File: src/rtl/dmem_pkg.sv
// Shared types for the data-memory arbiter: owner encoding,
// arbiter FSM states, default word-address width and command bundle.
package dmem_pkg;

    localparam int DMEM_ADDR_W = 13;

    typedef logic owner_t;
    localparam owner_t OWN_CPU = 1'b0;
    localparam owner_t OWN_LD  = 1'b1;

    typedef enum logic {
        S_CPU_PRI = 1'b0,
        S_LD_PRI  = 1'b1
    } arb_state_t;

    typedef struct packed {
        logic        we;
        logic [31:0] addr;
        logic [31:0] wdata;
        logic [3:0]  wstrb;
    } dmem_cmd_t;

endpackage

File: src/rtl/dmem_resp_track.sv
// Read-response tracker: remembers who issued the last granted read
// and steers the 1-cycle-latency memory read data back to that port.
//   clk, rst       : clock, synchronous active-high reset
//   rd_fire_i      : a read was granted this cycle
//   owner_i        : which port owns that read
//   mem_rdata_i    : read data from the lane RAMs
//   cpu_r*/ld_r*   : per-port response valid and data
module dmem_resp_track
    import dmem_pkg::*;
(
    input  logic        clk,
    input  logic        rst,
    input  logic        rd_fire_i,
    input  owner_t      owner_i,
    input  logic [31:0] mem_rdata_i,
    output logic        cpu_rvalid_o,
    output logic [31:0] cpu_rdata_o,
    output logic        ld_rvalid_o,
    output logic [31:0] ld_rdata_o
);

    logic   valid_q;
    logic   valid_d;
    owner_t owner_q;
    owner_t owner_d;

    always_comb begin
        valid_d = rd_fire_i;
        owner_d = rd_fire_i ? owner_i : owner_q;
    end

    always_ff @(posedge clk) begin
        if (rst) begin
            valid_q <= 1'b0;
            owner_q <= OWN_CPU;
        end else begin
            valid_q <= valid_d;
            owner_q <= owner_d;
        end
    end

    assign cpu_rvalid_o = valid_q & (owner_q == OWN_CPU);
    assign ld_rvalid_o  = valid_q & (owner_q == OWN_LD);

    // Non-owner sees zero so stale words never leak across ports.
    assign cpu_rdata_o = cpu_rvalid_o ? mem_rdata_i : 32'h0;
    assign ld_rdata_o  = ld_rvalid_o  ? mem_rdata_i : 32'h0;

endmodule

File: src/rtl/dmem_arbiter.sv
// Two-port data-memory arbiter: shares one word port between the CPU
// MEM stage and the loader, with starvation-bounded CPU priority.
//   cpu_* : CPU request/grant/response port, cpu_stall to hazard unit
//   ld_*  : loader request/grant/response port
//   mem_* : word address, data, lane write enables, read enable, rdata
module dmem_arbiter
    import dmem_pkg::*;
#(
    parameter int ADDR_W       = DMEM_ADDR_W,
    parameter int STARVE_LIMIT = 8
) (
    input  logic              clk,
    input  logic              rst,

    input  logic              cpu_req,
    input  logic              cpu_we,
    input  logic [31:0]       cpu_addr,
    input  logic [31:0]       cpu_wdata,
    input  logic [3:0]        cpu_wstrb,
    output logic              cpu_gnt,
    output logic              cpu_rvalid,
    output logic [31:0]       cpu_rdata,
    output logic              cpu_stall,

    input  logic              ld_req,
    input  logic              ld_we,
    input  logic [31:0]       ld_addr,
    input  logic [31:0]       ld_wdata,
    input  logic [3:0]        ld_wstrb,
    output logic              ld_gnt,
    output logic              ld_rvalid,
    output logic [31:0]       ld_rdata,

    output logic [ADDR_W-1:0] mem_addr,
    output logic [31:0]       mem_wdata,
    output logic [3:0]        mem_wren,
    output logic              mem_rden,
    input  logic [31:0]       mem_rdata
);

    localparam logic [7:0] LIMIT = 8'(STARVE_LIMIT);

    arb_state_t state_q;
    logic [7:0] starve_q;
    logic [7:0] starve_d;
    logic [7:0] starve_inc;

    dmem_cmd_t  cpu_cmd;
    dmem_cmd_t  ld_cmd;
    dmem_cmd_t  sel_cmd;
    logic       any_gnt;
    logic       rd_fire;
    owner_t     rd_owner;

    assign cpu_cmd = '{we: cpu_we, addr: cpu_addr,
                       wdata: cpu_wdata, wstrb: cpu_wstrb};
    assign ld_cmd  = '{we: ld_we, addr: ld_addr,
                       wdata: ld_wdata, wstrb: ld_wstrb};

    // CPU wins unless the loader currently holds priority and asks.
    assign cpu_gnt   = cpu_req & ((state_q == S_CPU_PRI) | ~ld_req);
    assign ld_gnt    = ld_req & ~cpu_gnt;
    assign cpu_stall = cpu_req & ~cpu_gnt;
    assign any_gnt   = cpu_gnt | ld_gnt;

    always_comb begin
        sel_cmd = '0;
        unique case (1'b1)
            cpu_gnt: sel_cmd = cpu_cmd;
            ld_gnt:  sel_cmd = ld_cmd;
            default: sel_cmd = '0;
        endcase
    end

    assign mem_addr  = sel_cmd.addr[ADDR_W+1:2];
    assign mem_wdata = sel_cmd.wdata;
    assign mem_wren  = sel_cmd.we ? sel_cmd.wstrb : 4'b0000;
    assign mem_rden  = any_gnt & ~sel_cmd.we;

    // Byte offset and bits above the RAM range are dropped on purpose.
    logic unused_addr_bits;
    assign unused_addr_bits = ^{sel_cmd.addr[31:ADDR_W+2],
                                sel_cmd.addr[1:0]};

    assign rd_fire  = mem_rden;
    assign rd_owner = ld_gnt ? OWN_LD : OWN_CPU;

    // Saturating count of consecutive denied loader cycles.
    assign starve_inc = (starve_q >= LIMIT) ? LIMIT
                                            : starve_q + 8'd1;

    always_comb begin
        starve_d = starve_q;
        if (ld_gnt) begin
            starve_d = 8'd0;
        end else if (ld_req) begin
            starve_d = starve_inc;
        end
    end

    always_ff @(posedge clk) begin
        if (rst) begin
            state_q  <= S_CPU_PRI;
            starve_q <= 8'd0;
        end else begin
            starve_q <= starve_d;
            unique case (state_q)
                S_CPU_PRI: begin
                    if (ld_req && !ld_gnt && starve_inc == LIMIT) begin
                        state_q <= S_LD_PRI;
                    end
                end
                S_LD_PRI: begin
                    // One forced loader access, then back to CPU priority.
                    if (ld_gnt || !ld_req) begin
                        state_q <= S_CPU_PRI;
                    end
                end
                default: state_q <= S_CPU_PRI;
            endcase
        end
    end

    dmem_resp_track u_resp (
        .clk          (clk),
        .rst          (rst),
        .rd_fire_i    (rd_fire),
        .owner_i      (rd_owner),
        .mem_rdata_i  (mem_rdata),
        .cpu_rvalid_o (cpu_rvalid),
        .cpu_rdata_o  (cpu_rdata),
        .ld_rvalid_o  (ld_rvalid),
        .ld_rdata_o   (ld_rdata)
    );

endmodule

File: config.mk
export PLATFORM = sky130hd
export DESIGN_NAME = dmem_arbiter
export DESIGN_NICKNAME = d
export VERILOG_FILES = /design/src/rtl/dmem_pkg.sv /design/src/rtl/dmem_resp_track.sv /design/src/rtl/dmem_arbiter.sv
export SDC_FILE = /design/constraint.sdc
export NUM_CORES = 1
export LEC_CHECK = 0
export ABC_AREA = 1
export CAP_MARGIN = 20
export CORE_AREA = 2 2 113 115
export CTS_CLUSTER_DIAMETER = 50
export DETAILED_ROUTE_END_ITERATION = 10
export DIE_AREA = 0 0 115 117
export PLACE_DENSITY = 0.55
export SYNTH_ARGS = -nofsm -noshare
export SYNTH_HDL_FRONTEND = slang
export SYNTH_SLANG_ARGS = --single-unit
File: constraint.sdc
create_clock -name clk -period 0.97 [get_ports clk]
set_input_delay 0.1455 -clock clk [delete_from_list [all_inputs] [get_ports clk]]
set_output_delay 0.1455 -clock clk [all_outputs]
set_load 0.02 [all_outputs]
* After elaboration in Yosys (flattened, before gate mapping)
Index checks and enable logic that the tools add are counted.
** Word-level totals
- Bits in latches :: 0
- Output and inout port bits :: 119
- Memories :: 0
- Input port bits :: 174
- Word-level logic and storage cells :: 35
- Memory bits (writable) :: 0
- Bits in registers :: 11
- Memory bits (read-only) :: 0
** Cells by class
- Bitwise gates (word level) :: 13
- Eq/ne operators :: 1
- $mul :: 0
- Shifts and indexed selects :: 0
- Reductions and logical operators :: 6
- Divide/modulo/power cells :: 0
- Muxes and demuxes :: 9
- Order comparisons :: 1
- Add/sub/neg operators :: 1
** Operators with widths (number)
- $pmux 69 s2 :: 1
- $mux 32 :: 2
- $add 8x1->8 const B :: 1
- $eq 8x4->1 const B :: 1
- $ge 8x4->1 const B :: 1
- $mux 8 :: 1
- $and 1x1->1 :: 6
- $not 1->1 :: 5
- $mux 4 :: 1
- $mux 1 :: 3
- $logic_and 1x1->1 :: 2
- $logic_not 1->1 :: 2
- $or 1x1->1 :: 2
- $pmux 1 s2 :: 1
- $reduce_or 2->1 :: 1
- $logic_or 1x1->1 :: 1

* Longest topological paths before layout
- Depth in word-level cells :: 10
- Depth in mapped cells :: 10
- Mapped depth without buffers :: 8

* Cells and area by module
From an unflattened synthesis, not the netlist that was laid out.
** Second synthesis, totals
- Cells, all modules :: 348
- Area, all modules :: 1621.6 µm²
** By module, submodules not included
- dmem_arbiter :: cells each 231, times used 1, area an instance 1116.1 µm², sequential area each 180.2 µm²
- dmem_resp_track :: cells each 117, times used 1, area an instance 505.5 µm², sequential area each 40.0 µm²

* Worst setup path after synthesis
Ideal clock, no wire load.
- Kind :: flip-flop to output port
- From :: reg u_resp.valid_q
- To :: out cpu_rdata[10]
- Path buffers :: 1
- Data required time :: 0.824 ns
- Setup slack :: -0.499 ns
- Arrival time :: 1.324 ns
- Cell stages (with the launch flop) :: 6
- Path through :: dfxtp_1 > inv_1 > nor2_1 > inv_1 > clkbuf_1 > nor2_1
** Between the ends
- Word-level cells in the longest chain between the ends :: 2
** Ends and longest elaborated chain
- from (decl) :: line dmem_resp_track.sv:22 : logic valid_q;
- from (signal assigned) :: line dmem_resp_track.sv:37 : valid_q <= valid_d;
- $and 1x1->1 :: line dmem_resp_track.sv:42 : assign cpu_rvalid_o = valid_q & (owner_q == OWN_CPU);
- net cpu_rvalid :: line dmem_arbiter.sv:21 : output logic cpu_rvalid,
- $mux 32 :: line dmem_resp_track.sv:46 : assign cpu_rdata_o = cpu_rvalid_o ? mem_rdata_i : 32'h0;
- to (decl) :: line dmem_arbiter.sv:22 : output logic [31:0] cpu_rdata,
The timed path passes the listed nets, and every way through them passes these cells.

* Worst setup path after layout
- From :: reg state_q
- To :: out mem_addr[10]
** Between the ends
- Word-level cells in the longest chain between the ends :: 6
** Ends and longest elaborated chain
- from (decl) :: line dmem_arbiter.sv:43 : arb_state_t state_q;
- from (signal assigned) :: line dmem_arbiter.sv:103 : state_q <= S_CPU_PRI;
- from (signal assigned) :: line dmem_arbiter.sv:110 : state_q <= S_LD_PRI;
- from (signal assigned) :: line dmem_arbiter.sv:116 : state_q <= S_CPU_PRI;
- $not 1->1 (*)
- $or 1x1->1 (*) :: line dmem_arbiter.sv:61 : assign cpu_gnt = cpu_req & ((state_q == S_CPU_PRI) | ~ld_req);
- $and 1x1->1 (*) :: line dmem_arbiter.sv:61
- $not 1->1 :: line dmem_arbiter.sv:62 : assign ld_gnt = ld_req & ~cpu_gnt;
- $and 1x1->1 :: line dmem_arbiter.sv:62
- $pmux 69 s2 (*) :: line dmem_arbiter.sv:68 : unique case (1'b1)
- to (decl) :: line dmem_arbiter.sv:34 : output logic [ADDR_W-1:0] mem_addr,
Every way passes the cells marked *; elsewhere a longest branch is shown, timed or not.

==> flow_metrics.tcl <==
set metrics [dict create \
    fmax_mhz 634.7 \
    drt-total-wl_um 10540 \
    yosysWarnings 0 \
    arrival_ns 1.43 \
    area_growth_pct 284.6 \
    fp.dieH_um 117 \
    synth_seq_cells 11 \
    drv_cap 0 \
    grt_start_max_net_pins 22 \
    critPathMaxFanout 10 \
    cts_tree "yes" \
    vias 2916 \
    power_mw 3.787 \
    whs_endpoint "starve_q[6]" \
    clockBufferDepth 2 \
    die_area_mm2 0.01346 \
    p_leak_nw 2.605 \
    stdcell_count 698 \
    p_switching_mw 1.358 \
    cts_num_sinks 11 \
    drive_gt1_share_pct 56.67 \
    tns_ns -58.36 \
    post_drt_wl_per_cell_um 15.11 \
    worstReg2RegStart "state_q" \
    cts_buffers 3 \
    grt_overflow 0 \
    yosysMostFrequentCell "nor2_1" \
    grt.met2_usage_pct 28.35 \
    start_kind "register" \
    skew_ns 0.001607 \
    intPower_mw 2.429 \
    drt-initial-drc-count 83 \
    core_mm2 0.01231 \
    syn_area_per_cell_um2 6.007 \
    worst_pin_slew_ns 0.2699 \
    hold_violations 0 \
    track_usage_pct 14.12 \
    slew_headroom_pct 82.01 \
    synth_cell_types 19 \
    met3_usage_pct 4.119 \
    fin_crit_ns 1.575 \
    dieWidth_um 115 \
    violations "setup timing" \
    portBuffers 254 \
    p_sw_share_pct 35.86 \
    ctsHoldBuffers 0 \
    reg2reg_to "u_resp.owner_q" \
    firstDrtPassIters 4 \
    syn_area_mm2 0.001508 \
    synth.net_count 427 \
    grt_pass1_vias 3022 \
    end_kind "output pin" \
    setup_viol 126 \
    cts_root_buf "clkbuf_16" \
    io_pins 293 \
    p_per_area_mw_per_mm2 653.1 \
    yosys_most_used_dff "dfxtp_1" \
    clk_pin_slew_ns 0.04 \
    peakVddDrop_v 0.0004763 \
    routabilityCongestion 0.7364 \
    ys_top_cells_by_area "a22o_1 (26%), nor2_1 (19%), dfxtp_1 (15%)" \
    layout_setup_ws_ns -0.6055 \
    drc_errors 0 \
    dp_slack_ns -1.180 \
    slew_violations 0 \
    antenna_found_initial 1 \
    fin_crit_sh_pct 162.4 \
    grt_pass1_wl_um 15050 \
    synthTopCellsByCount "nor2_1 (76), inv_1 (49), a22o_1 (45)" \
    insertion_delay_ns 0.24 \
    rsz0062_at_grt "true" \
    hpwl_um 8329 \
    viasPerCell 4.178 \
    postRouteAntennaNets 0 \
    status "finished with violations" \
    grt_busiest_layer "met2" \
    utilization_pct 47.09 \
    synth_top_area_share_pct 26.14 \
    async_reset_ff_share_pct 0 \
    start_util_pct 12.25 \
    reg2reg_slack_ns -0.29 \
    reg2reg_depth 9 \
    synthCells 251 \
    power_frac_seq_pct 12.8 \
    clkPwrFrac_pct 20.5 \
    placed_cells 666 \
    ys_seq_area_share_pct 14.61 \
    critPathKind "register to output pin" \
    layout.nets 724 \
    num_rows 41 \
    combinationalPowerShare_pct 66.7 \
    cts_max_level 1 \
    hp-start "starve_q[6]" \
    cp.required_ns 0.82 \
    yosys.area.top_type "a22o_1" \
    use_met1_pct 14.22 \
    synth_edf_count 0 \
    hold_class "register to register" \
    hold_depth 2 \
]
[worst max-delay path by stage]
stage	startpoint	end	slack [ns]	depth (start not counted)
2_1_floorplan	state_q	mem_addr[12]	-0.16	6
3_3_place_gp	cpu_req	mem_wren[0]	-1.15	9
3_5_place_dp	ld_req	mem_addr[3]	-1.18	7
4_1_cts	state_q	mem_wdata[19]	-0.62	7
5_1_grt	state_q	mem_wren[0]	-0.65	9
6_report	state_q	mem_addr[10]	-0.61	7
[placed cells by master (no fill, tap or decap), drive strengths merged, types with 2 or more instances in the layout]
cell type	synthesis	layout
buf	11	174
clkdlybuf4s50	0	133
nor2	76	76
inv	50	50
a22o	45	45
nand2	32	32
dfxtp	11	11
nand3	8	8
a21oi	4	4
clkbuf	6	4
ha	2	2
dlygate4sd2	0	2
[power by group through the flow]
stage	clock network, mW	logic (mW)	registers [mW]
2_1_floorplan	0	1.12	0.490
3_3_place_gp	0	2.29	0.494
3_5_place_dp	0	2.30	0.494
4_1_cts	0.795	2.45	0.487
5_1_grt	0.817	2.67	0.488
6_report	0.776	2.52	0.486
[state kept, by name, summed over array words and instances, names as in the netlist]
| signal | cells |
|---|---|
| state_q | 1 |
| u_resp.owner_q | 1 |
| u_resp.valid_q | 1 |
| starve_q | 8 |
[routing by layer]
metal,vias to the layer above,share of wire (%)
li1,1397,-
met5,-,0
met1,1325,33
met2,185,55
met3,9,11
met4,0,1.2
[through the flow]
stage	hold WS [ns]	instance area, um^2
floorplan	0.2006	2327
global placement	0.4165	5094
detailed placement	0.4253	5094
CTS	0.4326	5590
global route	0.4476	5796
finish	0.4284	5798
[logic make-up after synthesis]
logic type,share of synthesized area [%]
AND/OR/NAND/NOR,31.37
flip-flops,14.61
adder cells (fa/ha/maj),1.659
XOR/XNOR,0.5810
buffers and inverters,22.74
AO/OA/AOI/OAI,29.05
[area by class of cell]
| cell class | count | area (um^2) |
|---|---|---|
| Sequential cell | 11 | 234.0 |
| Clock buffer | 4 | 78.83 |
| Multi-Input combinational cell | 172 | 1818 |
| Timing Repair Buffer | 309 | 3266 |
| Antenna cell | 1 | 2.502 |
| Fill cell | 1176 | 6514 |
| Tap cell | 150 | 187.7 |
| Inverter | 51 | 211.5 |
[worst max-delay path: stages (launching register included)]
cell and delay, ns:
dfxtp_2 0.33, nand2_4 0.10, nand2_8 0.07, nand2_8 0.08, clkinv_8 0.08, buf_6 0.15
a22o_4 0.21, buf_4 0.15
[what timing repair did]
item                                    CTS  global route
pin swaps                                 6            15
setup buffers                            20            10
gates resized for setup                 691            58
gates cloned                              4             0
endpoints found under the setup margin  129           126
No activity file was read; power rests on OpenSTA's default activity.
